===== src/rtl/alu_seq_if.sv =====
// Execute-stage bundle between operand source and ALU; results feed the register file write port.
// master drives requests and operands, slave returns registered result, strobe and status.
interface alu_seq_if #(
  parameter int WIDTH  = 8,
  parameter int ADDR_W = 3
) ();
  logic              start;
  logic [2:0]        select;
  logic [WIDTH-1:0]  data1;
  logic [WIDTH-1:0]  data2;
  logic [ADDR_W-1:0] dest_in;
  logic [WIDTH-1:0]  result;
  logic [ADDR_W-1:0] dest_out;
  logic              write_en;
  logic              busy;
  logic              zero;
  logic              illegal;

  modport master (
    output start, select, data1, data2, dest_in,
    input  result, dest_out, write_en, busy, zero, illegal
  );

  modport slave (
    input  start, select, data1, data2, dest_in,
    output result, dest_out, write_en, busy, zero, illegal
  );
endinterface


===== src/rtl/alu_seq.sv =====
// Sequential ALU: 1 cycle for simple ops, WIDTH+1 for MUL, amount+1 for SLL; one-cycle write strobe.
// No queueing: START is accepted only while idle (busy low) and is dropped otherwise.
module alu_seq #(
  parameter int WIDTH  = 8,
  parameter int ADDR_W = 3
) (
  input logic      clk,
  input logic      reset,
  alu_seq_if.slave bus
);
  localparam int SH_W  = $clog2(WIDTH);
  localparam int CNT_W = $clog2(WIDTH + 1);

  localparam logic [2:0] OP_FWD = 3'b000;
  localparam logic [2:0] OP_ADD = 3'b001;
  localparam logic [2:0] OP_AND = 3'b010;
  localparam logic [2:0] OP_OR  = 3'b011;
  localparam logic [2:0] OP_SUB = 3'b100;
  localparam logic [2:0] OP_MUL = 3'b101;
  localparam logic [2:0] OP_SLL = 3'b110;

  typedef enum logic [1:0] {IDLE, EXEC, DONE} state_t;

  state_t            state_q, state_d;
  logic [2:0]        op_q, op_d;
  logic [WIDTH-1:0]  mcand_q, mcand_d;
  logic [WIDTH-1:0]  mplier_q, mplier_d;
  logic [WIDTH-1:0]  acc_q, acc_d;
  logic [WIDTH-1:0]  result_q, result_d;
  logic [CNT_W-1:0]  cnt_q, cnt_d;
  logic [ADDR_W-1:0] dest_q, dest_d;
  logic [ADDR_W-1:0] dest_out_q, dest_out_d;
  logic              we_q, we_d;
  logic              busy_q, busy_d;
  logic              zero_q, zero_d;
  logic              ill_q, ill_d;

  logic              fin;
  logic              fin_ill;
  logic [WIDTH-1:0]  fin_res;
  logic [ADDR_W-1:0] fin_dest;
  logic [WIDTH-1:0]  acc_step;
  logic [SH_W-1:0]   amt;

  assign amt      = bus.data2[SH_W-1:0];
  assign acc_step = mplier_q[0] ? acc_q + mcand_q : acc_q;

  // SLL reuses the multiplicand register as its shifting value.
  always_comb begin
    state_d    = state_q;
    op_d       = op_q;
    mcand_d    = mcand_q;
    mplier_d   = mplier_q;
    acc_d      = acc_q;
    cnt_d      = cnt_q;
    dest_d     = dest_q;
    result_d   = result_q;
    dest_out_d = dest_out_q;
    zero_d     = zero_q;
    fin        = 1'b0;
    fin_ill    = 1'b0;
    fin_res    = '0;
    fin_dest   = dest_q;

    unique case (state_q)
      IDLE: begin
        if (bus.start) begin
          op_d     = bus.select;
          dest_d   = bus.dest_in;
          mcand_d  = bus.data1;
          mplier_d = bus.data2;
          acc_d    = '0;
          cnt_d    = '0;
          fin_dest = bus.dest_in;
          case (bus.select)
            OP_FWD: begin fin = 1'b1; fin_res = bus.data2; end
            OP_ADD: begin fin = 1'b1; fin_res = bus.data1 + bus.data2; end
            OP_AND: begin fin = 1'b1; fin_res = bus.data1 & bus.data2; end
            OP_OR:  begin fin = 1'b1; fin_res = bus.data1 | bus.data2; end
            OP_SUB: begin fin = 1'b1; fin_res = bus.data1 - bus.data2; end
            OP_MUL: begin
              cnt_d   = CNT_W'(WIDTH);
              state_d = EXEC;
            end
            OP_SLL: begin
              if (amt == '0) begin
                fin     = 1'b1;
                fin_res = bus.data1;
              end else begin
                cnt_d   = CNT_W'(amt);
                state_d = EXEC;
              end
            end
            default: begin fin = 1'b1; fin_ill = 1'b1; end
          endcase
        end
      end
      EXEC: begin
        cnt_d   = cnt_q - CNT_W'(1);
        mcand_d = mcand_q << 1;
        if (op_q == OP_MUL) begin
          acc_d    = acc_step;
          mplier_d = mplier_q >> 1;
          fin_res  = acc_step;
        end else begin
          fin_res  = mcand_q << 1;
        end
        fin = (cnt_q == CNT_W'(1));
      end
      DONE:    state_d = IDLE;
      default: state_d = IDLE;
    endcase

    we_d  = fin;
    ill_d = fin & fin_ill;
    if (fin) begin
      state_d    = DONE;
      result_d   = fin_res;
      zero_d     = (fin_res == '0);
      dest_out_d = fin_dest;
    end
    busy_d = (state_d != IDLE);
  end

  always_ff @(posedge clk) begin
    if (!reset) begin
      state_q    <= IDLE;
      op_q       <= '0;
      mcand_q    <= '0;
      mplier_q   <= '0;
      acc_q      <= '0;
      cnt_q      <= '0;
      dest_q     <= '0;
      result_q   <= '0;
      dest_out_q <= '0;
      we_q       <= 1'b0;
      busy_q     <= 1'b0;
      zero_q     <= 1'b0;
      ill_q      <= 1'b0;
    end else begin
      state_q    <= state_d;
      op_q       <= op_d;
      mcand_q    <= mcand_d;
      mplier_q   <= mplier_d;
      acc_q      <= acc_d;
      cnt_q      <= cnt_d;
      dest_q     <= dest_d;
      result_q   <= result_d;
      dest_out_q <= dest_out_d;
      we_q       <= we_d;
      busy_q     <= busy_d;
      zero_q     <= zero_d;
      ill_q      <= ill_d;
    end
  end

  assign bus.result   = result_q;
  assign bus.dest_out = dest_out_q;
  assign bus.write_en = we_q;
  assign bus.busy     = busy_q;
  assign bus.zero     = zero_q;
  assign bus.illegal  = ill_q;
endmodule


===== src/flat_wrapper.sv =====
// flat-port wrapper written by rule: the top's interface ports become plain ports
module alu_seq_flat 
#(
  parameter int WIDTH  = 8,
  parameter int ADDR_W = 3
)
  (clk, reset, bus_start, bus_select, bus_data1, bus_data2, bus_dest_in, bus_result, bus_dest_out, bus_write_en, bus_busy, bus_zero, bus_illegal);
  alu_seq_if #(.WIDTH(WIDTH), .ADDR_W(ADDR_W)) bus_i ();
  input logic clk;
  input logic reset;
  input wire logic [$bits(bus_i.start)-1:0] bus_start;
  input wire logic [$bits(bus_i.select)-1:0] bus_select;
  input wire logic [$bits(bus_i.data1)-1:0] bus_data1;
  input wire logic [$bits(bus_i.data2)-1:0] bus_data2;
  input wire logic [$bits(bus_i.dest_in)-1:0] bus_dest_in;
  output wire logic [$bits(bus_i.result)-1:0] bus_result;
  output wire logic [$bits(bus_i.dest_out)-1:0] bus_dest_out;
  output wire logic [$bits(bus_i.write_en)-1:0] bus_write_en;
  output wire logic [$bits(bus_i.busy)-1:0] bus_busy;
  output wire logic [$bits(bus_i.zero)-1:0] bus_zero;
  output wire logic [$bits(bus_i.illegal)-1:0] bus_illegal;
  assign bus_i.start = bus_start;
  assign bus_i.select = bus_select;
  assign bus_i.data1 = bus_data1;
  assign bus_i.data2 = bus_data2;
  assign bus_i.dest_in = bus_dest_in;
  assign bus_result = bus_i.result;
  assign bus_dest_out = bus_i.dest_out;
  assign bus_write_en = bus_i.write_en;
  assign bus_busy = bus_i.busy;
  assign bus_zero = bus_i.zero;
  assign bus_illegal = bus_i.illegal;
  alu_seq #(.WIDTH(WIDTH), .ADDR_W(ADDR_W)) u_core (.clk(clk), .reset(reset), .bus(bus_i));
endmodule

===== config.mk =====
export PLATFORM = sky130hd
export DESIGN_NAME = alu_seq_flat
export DESIGN_NICKNAME = d
export VERILOG_FILES = /design/src/rtl/alu_seq_if.sv /design/src/rtl/alu_seq.sv /design/src/flat_wrapper.sv
export SDC_FILE = /design/constraint.sdc
export NUM_CORES = 1
export LEC_CHECK = 0
export ABC_AREA = 1
export ABC_CLOCK_PERIOD_IN_PS = 2670
export BUFFER_PORTS_ARGS = -buffer_cell sky130_fd_sc_hd__buf_2
export CAP_MARGIN = 20
export CORE_ASPECT_RATIO = 0.8
export CORE_MARGIN = 1
export CORE_UTILIZATION = 46
export CTS_BUF_LIST = sky130_fd_sc_hd__clkbuf_8
export DETAILED_ROUTE_END_ITERATION = 12
export GPL_TIMING_DRIVEN = 0
export MAX_ROUTING_LAYER = met4
export PLACE_DENSITY = 0.65
export SETUP_SLACK_MARGIN = 0.02
export SLEW_MARGIN = 20
export SYNTH_ARGS = -nofsm -noshare
export SYNTH_HDL_FRONTEND = slang
export SYNTH_SLANG_ARGS = --single-unit
export TNS_END_PERCENT = 20

===== constraint.sdc =====
create_clock -name clk -period 2.67 [get_ports clk]
set_input_delay 0.267 -clock clk [delete_from_list [all_inputs] [get_ports clk]]
set_output_delay 0.267 -clock clk [all_outputs]
set_load 0.05 [all_outputs]

* Yosys cells after proc, flatten, opt, wreduce, memory -nomap -nowiden
Cells that the tools add are included.
Word-level totals: bits in registers 51, bits in latches 0, RAM bits 0, ROM bits 0, output and inout port bits 15, logic and storage cells 73, memories kept 0
Operators by class: add/sub/neg operators 4, multipliers 0, div/mod/pow operators 0, magnitude comparators 0, equal/unequal tests 11, shift-type cells 0, muxes and demuxes 32, bitwise gates (word level) 3, reductions and logical operators 10
Operator list (number):
- $mux W8 | 9
- $pmux W8 S2 | 4
- $pmux W8 S6 | 1
- $add A8 B8 Y8 | 2
- $pmux W4 S2 | 2
- $eq A3 B3 Y1 const B | 4
- $mux W3 | 3
- $and A8 B8 Y8 | 1
- $logic_not A8 Y1 | 1
- $or A8 B8 Y8 | 1
- $pmux W2 S2 | 2
- $sub A8 B8 Y8 | 1
- $reduce_or A7 Y1 | 1
- $eq A3 B2 Y1 const B | 2
- $logic_not A3 Y1 | 2
- $mux W2 | 3
- $mux W1 | 5
- $eq A4 B1 Y1 const B | 1
- $mux W4 | 1
- $pmux W1 S2 | 2
- $reduce_and A2 Y1 | 2
- $reduce_bool A2 Y1 | 2
- $sub A4 B1 Y4 const B | 1
- $eq A3 B1 Y1 const B | 1
- other kinds (6) | 6

* Logic depth before layout (Yosys ltp)
Gate-level depths: netlist of the first run.
depth in word-level cells 7, mapped depth 20, mapped depth without buffers 19

* Worst setup path after synthesis of the first run
Ideal clock, no wire load.
path type input to register, start in bus_data2[2], end reg u_core.result_q[7] (netlist: u_core.bus.result[7]), data arrival time 2176 ps, data required time 2553 ps, setup slack 378 ps, cell stages on the path 18, buffers on the path 0, cell sequence nor3_1 inv_1 o31ai_1 xor2_1 inv_1 ha_1 nand2_1 inv_1 nand2_1 nand2_1 a21oi_1 nand3_1 nand3_1 nand2_1 a21oi_1 nand2_1 o211ai_1 inv_1
Between the ends: word-level cells in the longest chain between the ends 5, elaborated cells on any way between the ends 11
Ends and longest elaborated chain:
- start: declaration | line flat_wrapper.sv:14 | input wire logic [$bits(bus_i.data2)-1:0] bus_data2;
- branches (longest 5 deep; another with $sub A8 B8 Y8)
- end signal: assignment | line alu_seq.sv:148 | result_q <= result_d;
- end: declaration | line alu_seq.sv:29 | logic [WIDTH-1:0] result_q, result_d;
Several ways; the timed one is not identified. A chain may end at the register's enable or synchronous reset.

* Worst setup path in the final report of the first run
start in bus_data2[0], end reg u_core.zero_q (netlist: u_core.bus.zero)
Between the ends: word-level cells in the longest chain between the ends 6, elaborated cells on any way between the ends 14
Ends and longest elaborated chain:
- branches (longest 6 deep; another with $sub A8 B8 Y8)
- end signal: assignment | line alu_seq.sv:152 | zero_q <= zero_d;
- end: declaration | line alu_seq.sv:35 | logic zero_q, zero_d;
Several ways; the timed one is not identified.

==> impl_metrics.csv, run 1 <==
group,metric,value,unit
cells_and_area,fin_util,54.66,%
clock_tree,holdBufCountCts,0,
synthesis,syn_area,3462,sq um
placed_design,hpwl,7482,microns
die,die-area,7880,sq um
detailed_routing,routedWlPerCell,14.31,microns
detailed_routing,firstDrtPassIters,5,
global_routing,grtUsageTotal,26.34,%
synthesis,synthMostInstantiatedCell,"nand2_1",
cells_and_area,area_growth,12.00,%
die,start_util,48.80,%
global_routing,grt_pass1_wl,15730,microns
die,ios,40,
setup_path,critPathCaptureType,"flop",
pwr,power_density,500.8,nW/um^2
detailed_routing,vias_per_cell,5.359,
sta,fin_setup_tns,0,ns
cells_and_area,final_nets,630,
sta,fin_ws,0.2083,ns
detailed_routing,routed_wl,9601,microns
sta,rsz0062_at_grt,"no",
synthesis,synth_cell_types,38,
die,core_area,7094,sq um
synthesis,avgSynthCellArea,6.423,sq um
synthesis,synth_nets,586,
sta,timing.fmax,0.4062,GHz
synthesis,yosys.area.top_type_share,29.49,%
clock_tree,numCtsBuffers,5,
sta,holdWs,0.2017,ns
sta,finalSetupViolCount,0,
sta,worst_pin_slew,0.5717,ns
global_routing,antenna_found_initial,0,
setup_path,crit_start,"bus_data2[0]",
run,drv_cap,0,
sta,slew_violations,0,
sta,skew,0.009174,ns
global_routing,overflow,0,
synthesis,synth_ff_type,"dfxtp_1",
synthesis,syn_inst,539,
setup_path,path_class,"input pin to flop",
die,die_w,99.00,microns
clock_tree,clock-root-buffer,"clkbuf_8",
synthesis,synthArstFlopShare,0,%
detailed_routing,vias,3596,
sta,period_needed,2.462,ns
pwr,vdd_drop_max,0.0003323,V
clock_tree,clock_latency,0.32,ns
synthesis,yosysTopAreaCell,"dfxtp_1",
cells_and_area,drive_above_1_share,13.18,%
synthesis,synth_area_leaders,"dfxtp_1, nand2_1, inv_1",
clock_tree,clockBufferDepth,2,
die,die_h,79.60,microns
hold_path,hold_path_class,"input pin to flop",
global_routing,grt_max_degree,19,
global_routing,grt_pass1_vias,3171,
clock_tree,cts_tree,"yes",
detailed_routing,post-route-drc-count,0,
detailed_routing,postRouteAntennaNets,0,
clock_tree,clk_pin_slew,0.11,ns
synthesis,synth_seq_area_share,29.49,%
status,run_status,"completed",
setup_path,endpoint,"u_core.bus.zero$_SDFFE_PN0P_",
synthesis,ys_warn_count,0,
setup_path,critPathRequiredTime,2.93,ns
clock_tree,numClockSinks,51,
clock_tree,cts_resized,0,
synthesis,synth_edf_count,0,
sta,slew-limit-headroom,61.88,%
synthesis,synth_top_cells_by_count,"nand2_1, inv_1, nor2_1",
sta,hold_viol_final,0,
die,core.rowCount,27,
setup_path,r2r_cells,13,
setup_path,cp-start-kind,"input pin",
cells_and_area,n_antenna_cell,0,
sta,fin_crit_sh,92.20,%
placed_design,dp_slack,-0.2022,ns
clock_tree,post_cts_buffers,0,
placed_design,port_buffers,37,
synthesis,ys_ff_latch,51,
setup_path,cp_max_fo,7,
setup_path,r2r_slack,0.39,ns
pwr,p_leak,0.002021,uW
setup_path,r2r-end,"u_core.bus.zero$_SDFFE_PN0P_",
setup_path,arrival,2.72,ns
detailed_routing,drt_iter0_drc,202,
placed_design,gp_congestion,0.9709,
clock_tree,ctsHtreeMaxLevel,2,
setup_path,crit-reg2reg-launch,"u_core.mcand_q[0]$_SDFFE_PN0P_",
-- layer usage --
| metal | vias to the layer above | track usage [%] | part of all wire (%) |
|---|---|---|---|
| met2 | 128 | 38.67 | 41 |
| li1 | 1843 | - | - |
| met3 | 10 | 3.853 | 7.2 |
| met1 | 1615 | 38.17 | 51 |
| met5 | - | - | 0 |
| met4 | 0 | 5.522 | 0.75 |
-- stage by stage --
stage                     total power [uW]  cells  instance area [sq um]
after detailed placement              1458    663                   3756
after floorplan                       1299    539                   3462
after global placement                1448    663                   3756
final                                 1942    671                   3877
after CTS                             1939    671                   3854
after global routing                  2069    671                   3877
-- flip-flops by register name, indices dropped and copies added (netlist names) --
register / count
u_core.state_q: 2
u_core.op_q: 3
u_core.acc_q: 8
u_core.cnt_q: 4
u_core.bus.illegal: 1
u_core.mplier_q: 8
u_core.bus.dest_out: 3
u_core.mcand_q: 8
u_core.bus.zero: 1
u_core.bus.busy: 1
u_core.bus.result: 8
u_core.bus.write_en: 1
u_core.dest_q: 3
-- cell type report --
cell class	count	area [sq um]
Buffer	19	90.09
Inverter	76	287.8
Sequential cell	51	1021
Clock inverter	3	28.78
Fill cell	750	3217
Clock buffer	5	68.82
Timing Repair Buffer	37	185.2
Multi-Input combinational cell	393	2087
Tap cell	87	108.9
-- worst max-delay path: stages --
cell,delay (ns)
buf_2,0.21
inv_1,0.09
ha_1,0.24
ha_1,0.28
a21oi_1,0.16
ha_1,0.32
a21oi_1,0.19
nand2_1,0.14
a21oi_2,0.16
nand3_1,0.09
nand3_1,0.09
nand2_1,0.09
a21oi_2,0.17
nand4_1,0.11
a21oi_1,0.12
-- worst min path at each step --
| stage | startpoint | to | cells past startpoint |
|---|---|---|---|
| after global routing | bus_dest_in[1] | u_core.dest_q[1]$_SDFF_PN0_ | 3 |
| after floorplan | reset | u_core.mplier_q[0]$_SDFFE_PN0P_ | 2 |
| after detailed placement | u_core.bus.zero$_SDFFE_PN0P_ | u_core.bus.zero$_SDFFE_PN0P_ | 2 |
| after CTS | bus_dest_in[2] | u_core.dest_q[2]$_SDFF_PN0_ | 3 |
| final | bus_dest_in[2] | u_core.dest_q[2]$_SDFF_PN0_ | 3 |
| after global placement | u_core.bus.zero$_SDFFE_PN0P_ | u_core.bus.zero$_SDFFE_PN0P_ | 2 |
-- power by group --
group | internal, uW | switching, uW | leakage [uW]
registers | 820 | 39.1 | 0.000420
logic | 192 | 402 | 0.00155
clock network | 195 | 294 | 0.0000502
total | 1210 | 735 | 0.00202
-- logic make-up (layout without fill, tap and decap cells) --
kind of cell | after synthesis | in the layout | share of synthesized area, %
buf+inv | 95 | 140 | 10.91
compound gates | 110 | 110 | 17.64
flops | 51 | 51 | 29.49
fa+ha+maj | 22 | 22 | 8.385
simple gates | 250 | 250 | 30.68
xor+xnor | 8 | 8 | 2.024
mux | 3 | 3 | 0.8674
-- cell usage in the layout, fill, tap and decap left out, drive strengths merged, types with 3 or more instances in the layout --
master	instances
ha	20
mux2i	3
nand4	8
dfxtp	51
inv	77
o211ai	8
a221oi	3
o22ai	3
nor2	63
nand2	137
nand3	34
xor2	6
buf	45
o21ai	38
clkbuf	16
a31oi	7
a21oi	46
(Power assumes the default switching activity.)
==> run 2: changes to the inputs <==
--- a/config.mk
+++ b/config.mk
@@ -10,13 +10,12 @@
 export BUFFER_PORTS_ARGS = -buffer_cell sky130_fd_sc_hd__buf_2
 export CAP_MARGIN = 20
 export CORE_ASPECT_RATIO = 0.8
-export CORE_MARGIN = 1
 export CORE_UTILIZATION = 46
 export CTS_BUF_LIST = sky130_fd_sc_hd__clkbuf_8
 export DETAILED_ROUTE_END_ITERATION = 12
 export GPL_TIMING_DRIVEN = 0
 export MAX_ROUTING_LAYER = met4
-export PLACE_DENSITY = 0.65
+export PLACE_DENSITY_LB_ADDON = 0.3
 export SETUP_SLACK_MARGIN = 0.02
 export SLEW_MARGIN = 20
 export SYNTH_ARGS = -nofsm -noshare
==> run 2 against run 1 <==
  * Sequential power about the same
  * Largest power group unchanged
  * Critical path type unchanged
  * Critical endpoint is now u_core.bus.result[7]$_SDFFE_PN0P_
  * Largest cell class unchanged
  * Hold slack better by 0.011 ns
  * Final cell count unchanged
==> impl_metrics.csv, run 2 (same netlist as run 1, synthesis figures left out) <==
group,metric,value,unit
status,run_status,"completed",
sta,timing.fmax,0.3994,GHz
cells_and_area,final_cells,671,
sta,skew,0.007810,ns
clock_tree,clockBufferDepth,2,
placed_design,dp_slack,-0.1742,ns
sta,worst_pin_slew,0.5656,ns
clock_tree,clock-root-buffer,"clkbuf_8",
sta,rsz0062_at_grt,"yes",
detailed_routing,routedWlPerCell,13.90,microns
detailed_routing,postRouteAntennaNets,0,
pwr,p_int,1196,uW
clock_tree,numCtsBuffers,5,
pwr,seqPwrFrac,45.1,%
clock_tree,ctsHtreeMaxLevel,2,
die,die_h,79.60,microns
detailed_routing,vias,3648,
sta,fin_crit_sh,93.78,%
detailed_routing,drt_iter0_drc,310,
cells_and_area,final_common_cell,"nand2_1",
setup_path,critPathCaptureType,"flop",
hold_path,hold_path_class,"input pin to flop",
clock_tree,clock_latency,0.31,ns
cells_and_area,fill_cells,708,
pwr,finalPower,1905,uW
pwr,power_density,493.4,nW/um^2
setup_path,slowest_delay,0.30,ns
setup_path,cp_slowest_cell,"ha_1",
sta,hold_viol_final,0,
global_routing,grt_pass1_vias,3230,
clock_tree,post_cts_buffers,0,
die,die-area,7880,sq um
pwr,p_leak,0.002020,uW
global_routing,overflow,0,
setup_path,cp_cell_sequence,"buf_2 -> inv_1 -> ha_1 -> nand3_1 -> o31ai_2 -> xor2_1 -> ha_1 -> nand2_1 -> inv_1 -> nand2_1 -> nand2_1 -> a21oi_2 -> nand3_1 -> nand3_1 -> nand2_1 -> a21oi_2 -> nand2_1 -> o211ai_1 -> inv_1",
setup_path,path_common_cell,"nand2_1",
placed_design,gp_congestion,0.9395,
run,drv_cap,0,
die,core.rowCount,27,
die,start_util,48.80,%
die,ios,40,
cells_and_area,area_growth,11.53,%
detailed_routing,routed_wl,9330,microns
setup_path,crit-reg2reg-launch,"u_core.mcand_q[0]$_SDFFE_PN0P_",
setup_path,path_buf_inv,4,
clock_tree,cts_tree,"yes",
sta,slew_violations,0,
global_routing,grtUsageTotal,25.43,%
sta,slew-limit-headroom,62.29,%
setup_path,cp_max_fo,7,
die,core_area,7094,sq um
sta,fin_ws,0.1660,ns
setup_path,critPathRequiredTime,2.88,ns
global_routing,grt_max_degree,17,
setup_path,path_class,"input pin to flop",
clock_tree,clk_pin_slew,0.10,ns
sta,fin_setup_tns,0,ns
sta,holdWs,0.2123,ns
cells_and_area,drive_above_1_share,13.18,%
sta,period_needed,2.504,ns
setup_path,r2r_slack,0.41,ns
hold_path,min-delay-start,"bus_dest_in[0]",
setup_path,cp-start-kind,"input pin",
pwr,power_switching,708.4,uW
sta,finalSetupViolCount,0,
detailed_routing,vias_per_cell,5.437,
die,die_w,99.00,microns
setup_path,arrival,2.71,ns
placed_design,dp.cells,663,
pwr,sw_frac_of_total,37.19,%
detailed_routing,post-route-drc-count,0,
pwr,vdd_drop_max,0.0003501,V
pwr,clockPowerShare,23.9,%
placed_design,hpwl,7297,microns
detailed_routing,firstDrtPassIters,5,
cells_and_area,final_cell_mix,"nand2_1, inv_1, nor2_1, dfxtp_1, a21oi_1",
pwr,comb_power_share,31.0,%
global_routing,antenna_found_initial,0,
global_routing,grt_pass1_wl,15370,microns
placed_design,port_buffers,37,
clock_tree,numClockSinks,51,
setup_path,crit_family,"simple AND/OR/NAND/NOR gates",
cells_and_area,n_antenna_cell,0,
cells_and_area,final_nets,630,
setup_path,crit_start,"bus_data2[0]",
run 2: path summary, 6_finish.rpt:
kind | to | cells past startpoint
worst min register to register | u_core.mplier_q[7]$_SDFFE_PN0P_ | 2
worst max-delay path | u_core.bus.result[7]$_SDFFE_PN0P_ | 19
worst max register to register | u_core.bus.zero$_SDFFE_PN0P_ | 13
worst min-delay path | u_core.dest_q[0]$_SDFF_PN0_ | 3
run 2: routing by layer:
layer | track usage, % | vias to the layer above | routed length [microns]
li1 | - | 1838 | -
met1 | 36.46 | 1656 | 4542
met2 | 38.11 | 134 | 4038
met3 | 3.327 | 20 | 620
met4 | 5.522 | 0 | 129
met5 | - | - | 0
run 2: power groups by stage:
| stage | combinational, uW | clock [uW] | sequential [uW] |
|---|---|---|---|
| 6_report | 590 | 456 | 859 |
| 5_1_grt | 657 | 485 | 866 |
| 4_1_cts | 579 | 458 | 858 |
| 3_5_place_dp | 576 | 0 | 875 |
| 3_3_place_gp | 565 | 0 | 874 |
| 2_1_floorplan | 363 | 0 | 936 |
run 2: repair_timing:
item	4_1_cts	5_1_grt
endpoints found under the setup margin	0	2
hold buffers	0	0
hold endpoints to repair	0	0
resized for setup	0	4
run 2: metrics by stage:
step	util (%)	instance area (sq um)
after floorplan	-	3462
after global placement	52.95	3756
after CTS	54.18	3844
final	54.43	3861
after detailed placement	52.95	3756
after global routing	54.43	3861
run 2: cell type report:
cell class | count | area [sq um] | share of cell area [%]
clock inverter | 3 | 18.77 | 0.4861
multi-input combinational | 393 | 2081 | 53.89
sequential | 51 | 1021 | 26.44
timing repair buffer | 37 | 185.2 | 4.796
tap | 87 | 108.9 | 2.819
clock buffer | 5 | 68.82 | 1.782
buffer | 19 | 90.09 | 2.333
inverter | 76 | 287.8 | 7.453
run 2: worst register-to-register path, delay by kind of cell (launching register included):
kind	cells	cell delay [ns]
simple gates	8	0.74
fa+ha+maj	2	0.73
flops	1	0.37
compound gates	2	0.21
xor+xnor	1	0.14
